`config.mk`:
```
export PLATFORM = sky130hd
export DESIGN_NAME = instr_assembler
export DESIGN_NICKNAME = d
export VERILOG_FILES = /design/src/rtl/isa_pkg.sv /design/src/rtl/instr_encode.sv /design/src/rtl/instr_assembler.sv
export SDC_FILE = /design/constraint.sdc
export NUM_CORES = 1
export LEC_CHECK = 0
export ABC_AREA = 1
export ABC_CLOCK_PERIOD_IN_PS = 2300
export BUFFER_PORTS_ARGS = -buffer_cell sky130_fd_sc_hd__buf_2
export CORE_ASPECT_RATIO = 1.2
export CORE_MARGIN = 5
export CORE_UTILIZATION = 35
export CTS_BUF_LIST = sky130_fd_sc_hd__clkbuf_4 sky130_fd_sc_hd__clkbuf_8 sky130_fd_sc_hd__clkbuf_16
export DETAILED_ROUTE_END_ITERATION = 10
export SLEW_MARGIN = 20
export SYNTH_ARGS = -nofsm -noshare
export SYNTH_HDL_FRONTEND = slang
export SYNTH_SLANG_ARGS = --single-unit
```
`constraint.sdc`:
```
create_clock -name clk -period 2.3 [get_ports clk]
set_input_delay 0.46 -clock clk [delete_from_list [all_inputs] [get_ports clk]]
set_output_delay 0.46 -clock clk [all_outputs]
set_load 0.02 [all_outputs]
```
`src/rtl/isa_pkg.sv`:
```
// Shared ISA definitions: alu_op codes, instruction-word field layout,
// and the state type of the program loader.
package isa_pkg;

    // alu_op codes that the encoder treats specially
    localparam logic [4:0] OP_NOP   = 5'b00000;
    localparam logic [4:0] OP_ILL_A = 5'b10001;
    localparam logic [4:0] OP_ILL_B = 5'b10010;
    localparam logic [4:0] OP_ILL_C = 5'b10111;
    localparam logic [4:0] OP_JE    = 5'b11000;
    localparam logic [4:0] OP_LI    = 5'b11110;
    localparam logic [4:0] OP_SHOWR = 5'b11111;

    // Format select bit: 0 = register/register, 1 = register/immediate
    localparam int FMT_BIT  = 15;

    // Format 1 fields
    localparam int FUNC_HI  = 14;
    localparam int FUNC_LO  = 6;
    localparam int F1_A_HI  = 5;
    localparam int F1_A_LO  = 3;
    localparam int F1_B_HI  = 2;
    localparam int F1_B_LO  = 0;

    // Format 2 fields
    localparam int F2_C_HI  = 14;
    localparam int F2_C_LO  = 11;
    localparam int F2_A_HI  = 10;
    localparam int F2_A_LO  = 8;
    localparam int F2_IM_HI = 7;
    localparam int F2_IM_LO = 0;

    // ShowR is not a plain ALU op; it borrows this func code
    localparam logic [8:0] FUNC_SHOWR = 9'd18;
    // Format 2 condition field is the op minus this base
    localparam logic [4:0] COND_BASE  = 5'd24;

    typedef enum logic [1:0] {
        S_IDLE,
        S_WRITE,
        S_READ,
        S_CHECK
    } asm_state_e;

    // Op codes that have no encoding in either format
    function automatic logic is_illegal(input logic [4:0] op);
        return (op == OP_ILL_A) || (op == OP_ILL_B) || (op == OP_ILL_C);
    endfunction

endpackage

```
`src/rtl/instr_encode.sv`:
```
// Combinational mnemonic -> 16-bit instruction word encoder.
// Also used stand-alone as a golden model by the decoder bench.
module instr_encode (
    input  logic [4:0]  op_i,
    input  logic [2:0]  a_i,
    input  logic [2:0]  b_i,
    input  logic [7:0]  im8_i,
    output logic [15:0] word_o,
    output logic        illegal_o
);
    import isa_pkg::*;

    logic [3:0] cond;

    // Only meaningful for ops JE..LI, where the difference fits in 4 bits
    assign cond = 4'(op_i - COND_BASE);

    // Pick the format from the op and pack the fields; illegal ops and NOP give zero
    always_comb begin
        word_o    = '0;
        illegal_o = is_illegal(op_i);
        if (illegal_o || (op_i == OP_NOP)) begin
            word_o = '0;
        end else if (op_i == OP_SHOWR) begin
            word_o[FMT_BIT]           = 1'b0;
            word_o[FUNC_HI:FUNC_LO]   = FUNC_SHOWR;
            word_o[F1_A_HI:F1_A_LO]   = a_i;
            word_o[F1_B_HI:F1_B_LO]   = b_i;
        end else if ((op_i >= OP_JE) && (op_i <= OP_LI)) begin
            word_o[FMT_BIT]           = 1'b1;
            word_o[F2_C_HI:F2_C_LO]   = cond;
            word_o[F2_A_HI:F2_A_LO]   = a_i;
            word_o[F2_IM_HI:F2_IM_LO] = im8_i;
        end else begin
            word_o[FMT_BIT]           = 1'b0;
            word_o[FUNC_HI:FUNC_LO]   = {4'b0000, op_i};
            word_o[F1_A_HI:F1_A_LO]   = a_i;
            word_o[F1_B_HI:F1_B_LO]   = b_i;
        end
    end

endmodule

```
`src/rtl/instr_assembler.sv`:
```
// Program loader: encodes each accepted command, writes it to instruction
// memory at an auto-incrementing address, reads it back and verifies it.
module instr_assembler #(
    parameter int ADDR_W = 8
) (
    input  logic              clk,
    input  logic              rst,
    input  logic              clear,
    input  logic              in_valid,
    output logic              in_ready,
    input  logic [4:0]        in_op,
    input  logic [2:0]        in_a,
    input  logic [2:0]        in_b,
    input  logic [7:0]        in_im8,
    output logic              mem_we,
    output logic [ADDR_W-1:0] mem_addr,
    output logic [15:0]       mem_wdata,
    input  logic [15:0]       mem_rdata,
    output logic [ADDR_W:0]   count,
    output logic              full,
    output logic              busy,
    output logic              err_illegal,
    output logic              err_verify
);
    import isa_pkg::*;

    localparam logic [ADDR_W:0] DEPTH_CNT = {1'b1, {ADDR_W{1'b0}}};

    asm_state_e        state_q, state_d;
    logic [ADDR_W-1:0] wr_ptr_q, wr_ptr_d;
    logic [ADDR_W:0]   count_q, count_d;
    logic              mem_we_q, mem_we_d;
    logic [ADDR_W-1:0] mem_addr_q, mem_addr_d;
    logic [15:0]       mem_wdata_q, mem_wdata_d;
    logic              err_ill_q, err_ill_d;
    logic              err_ver_q, err_ver_d;

    logic [15:0]       enc_word;
    logic              enc_illegal;

    instr_encode u_encode (
        .op_i      (in_op),
        .a_i       (in_a),
        .b_i       (in_b),
        .im8_i     (in_im8),
        .word_o    (enc_word),
        .illegal_o (enc_illegal)
    );

    assign full        = (count_q == DEPTH_CNT);
    assign in_ready    = (state_q == S_IDLE) && !full && !clear;
    assign busy        = (state_q != S_IDLE);
    assign count       = count_q;
    assign mem_we      = mem_we_q;
    assign mem_addr    = mem_addr_q;
    assign mem_wdata   = mem_wdata_q;
    assign err_illegal = err_ill_q;
    assign err_verify  = err_ver_q;

    // Next-state: write/read/check sequence per command; clear overrides everything.
    // mem_wdata_q doubles as the latched word for the readback compare.
    always_comb begin
        state_d     = state_q;
        wr_ptr_d    = wr_ptr_q;
        count_d     = count_q;
        mem_we_d    = 1'b0;
        mem_addr_d  = mem_addr_q;
        mem_wdata_d = mem_wdata_q;
        err_ill_d   = err_ill_q;
        err_ver_d   = err_ver_q;
        if (clear) begin
            state_d   = S_IDLE;
            wr_ptr_d  = '0;
            count_d   = '0;
            err_ill_d = 1'b0;
            err_ver_d = 1'b0;
        end else begin
            case (state_q)
                S_IDLE: begin
                    if (in_valid && in_ready) begin
                        if (enc_illegal) begin
                            err_ill_d = 1'b1;
                        end else begin
                            state_d     = S_WRITE;
                            mem_we_d    = 1'b1;
                            mem_addr_d  = wr_ptr_q;
                            mem_wdata_d = enc_word;
                        end
                    end
                end
                S_WRITE: state_d = S_READ;
                S_READ:  state_d = S_CHECK;
                S_CHECK: begin
                    if (mem_rdata != mem_wdata_q) begin
                        err_ver_d = 1'b1;
                    end
                    wr_ptr_d = wr_ptr_q + ADDR_W'(1);
                    count_d  = count_q + (ADDR_W + 1)'(1);
                    state_d  = S_IDLE;
                end
                default: state_d = S_IDLE;
            endcase
        end
    end

    // State and output registers; reset also zeroes the memory bus
    always_ff @(posedge clk) begin
        if (rst) begin
            state_q     <= S_IDLE;
            wr_ptr_q    <= '0;
            count_q     <= '0;
            mem_we_q    <= 1'b0;
            mem_addr_q  <= '0;
            mem_wdata_q <= '0;
            err_ill_q   <= 1'b0;
            err_ver_q   <= 1'b0;
        end else begin
            state_q     <= state_d;
            wr_ptr_q    <= wr_ptr_d;
            count_q     <= count_d;
            mem_we_q    <= mem_we_d;
            mem_addr_q  <= mem_addr_d;
            mem_wdata_q <= mem_wdata_d;
            err_ill_q   <= err_ill_d;
            err_ver_q   <= err_ver_d;
        end
    end

endmodule
```
==> metrics.txt <==
IO Port Bufs 77; Setup Fix Bufs, Post-CTS 0; WL final 6.83 mm; hpwl dp 5.29 mm; core footprint 7270 um^2; placed insts 582; num rows 34; vias in the first global route 2460; final setup vio count 0; CTS tree yes; P_int 0.00126 W; final antenna-violating net count 0; WP data required 1.84 ns; Setup CP Type flop to output pin; share of the synthesized area in the top cell type 0.350; gr ovfl total 0; gpl congestion 0.921; final cycle utilization of the critical path 0.863; FMAX 0.504 GHz; RSZ-0062 raised after global routing false; final hold violations 0; layout cell share with drive strength beyond 1 0.196; WL/cell 11.6 um; Ant. Diodes 0; first-pass GRT wire length 11.1 mm; Final nets 545; clock buffer depth 2; post-layout min period 1.99 ns; Sw Pwr 0.000514 W; dpl cell area 3090 um^2; largest family of logic cells by synthesized area simple AND/OR/NAND/NOR gates; sequential share of power 0.474; status complete, no violations; crit path max fanout 4; H-tree depth 2; Post-Layout Cell Count 590; Synth area leaders dfxtp_1 35%, nand2_1 19%, nor2_1 11%, inv_1 9.0%, a21oi_1 4.8%; # fillers 790; largest net degree at the start of global routing 27; overall die width between 80 and 90 um; cts hold-fix bufs 0; Tot Pwr 0.00178 W; Clock Tree Root clkbuf_8; CP Capture Type output pin; Die Y 105 um; clk_skew 0.00594 ns; Mapped Area about 2600 um^2; Yosys cell types 30; simple-gate area share of the yosys netlist 0.373; Peak supply drop ~0.33 mV; drt pass-1 iters 4; Worst-path clk slew 0.09 ns; max-cap violations 0; # clock sinks 46; Pleak around 1.7 nW; Gate power share 0.179; gate count of the mapped netlist 422; DR vias 2639; Initial Util 0.361; post-synth top area cell dfxtp_1; Synth Area in Compound Gates 0.119; Hold Crit Class flop to flop; register area share after synthesis 0.350; Num CTS Buffers 5; Mapped Nets 468; crit path DAT 1.53 ns; DRT iter0 DRCs 95; Residual DRC 0; post-route cell area between 3000 and 4000 um^2; Resized cells post-CTS 0; Sw Ratio 0.289; area grow syn2layout 21.7%; worst rel slew slack 0.776; Yosys reg bits 46; Die ar. 9350 um^2; Power per Cell Area between 500 and 600 nW/um^2; GRT Total Usage 0.145; initial antenna violation count 0; Worst-Skew Late Latency approximately 0.3 ns; Synth Area in Adders 0.0333; startpoint types flop; post-synthesis mux area share 0; I/O Pins 78; xor/xnor share of the synthesized area 0.00333; Syn Area/Cell a little over 6 um^2; Setup TNS Final 0 ns; worst slew pin tran 0.336 ns; Clock Power Share 0.347; Max Slew Vio Count 0; YS warnings 0; number of vias per cell 4.47
==> cell type report <==
cell class,instances,area [um^2],share of cell area
clock buffers,5,68.8,0.0215
inverters,66,248,0.0774
flip-flops and latches,46,921,0.288
clock inverters,3,43.8,0.0137
multi-input cells,299,1390,0.434
repair buffers,81,415,0.130
well taps,90,113,0.0352
==> cell usage in the layout (no fill, tap or decap), types with 2 or more instances in the layout <==
master    count
a31oi_1       2
o21bai_1      9
nand4_1       4
nand2_1     131
o21ai_0      15
dfxtp_1      46
nand3_1      11
inv_2         2
clkbuf_8      5
o21ai_1       3
nor2_1       74
ha_1          7
nand3_2       2
buf_4         4
a21oi_1      25
buf_2        77
nor3_1        6
inv_1        63
==> power by group through the flow <==
stage | Combinational, W | Sequential, W | Clock [W]
5_1_grt | 0.000361 | 0.000847 | 0.000669
3_5_place_dp | 0.000321 | 0.000861 | 0
6_report | 0.000318 | 0.000842 | 0.000617
2_1_floorplan | 0.000187 | 0.000887 | 0
4_1_cts | 0.000322 | 0.000843 | 0.000638
3_3_place_gp | 0.000317 | 0.000860 | 0
==> cells in the mapped netlist, drive strengths merged <==
cell type    n
a21oi       25
a31oi        2
buf          9
clkbuf       2
clkinv       1
dfxtp       46
ha           7
inv         65
nand2      131
nand3       14
nand4        5
nor2        77
nor3         6
nor3b        1
o211a        1
o21ai       18
o21bai       9
o31ai        1
or2          1
xnor2        1
==> registers in the layout (all words and copies together) (netlist names) <==
register / cells
count: 9
mem_wdata: 16
wr_ptr_q: 8
mem_addr: 8
err_illegal: 1
err_verify: 1
mem_we: 1
state_q: 2
==> routing by layer <==
layer	vias up	wire length, um	GRT usage
met5	-	0	0
li1	1445	-	-
met1	1122	3040	0.188
met2	65	3210	0.244
met4	0	69	0.0340
met3	7	505	0.0315
==> logic make-up after synthesis <==
kind of cell,count (synthesis)
AND/OR/NAND/NOR,235
buffers and inverters,77
AO/OA/AOI/OAI,56
flip-flops,46
adder cells (fa/ha/maj),7
XOR/XNOR,1
==> through the flow <==
step | utilization | hold slack [ns] | setup slack [ns]
2_1_floorplan | - | 0.470 | 0.322
3_3_place_gp | 0.424 | 0.448 | 0.457
3_5_place_dp | 0.424 | 0.447 | 0.387
4_1_cts | 0.440 | 0.461 | 0.295
5_1_grt | 0.440 | 0.492 | 0.147
6_report | 0.440 | 0.458 | 0.315
==> critical path, cell delays in order (launching register included) <==
cell and delay, ns:
dfxtp_1 0.37, inv_1 0.07, ha_1 0.19, nand2_1 0.06, inv_1 0.04, nand4_1 0.11, inv_1 0.07, nor3_1 0.12
buf_2 0.19
==> final timing paths <==
check                                        startpoint  cells past startpoint  slack (ns)                       end
worst max-delay path              count[0]$_SDFFE_PP0P_                      8        0.31                  in_ready
worst min-delay path            err_verify$_SDFFE_PP0P_                      2        0.46   err_verify$_SDFFE_PP0P_
worst max register to register    count[0]$_SDFFE_PP0P_                     10        0.55  mem_addr[0]$_SDFFE_PP0P_
worst min register to register  err_verify$_SDFFE_PP0P_                      2        0.46   err_verify$_SDFFE_PP0P_
No activity file was read; power rests on OpenSTA's default activity.
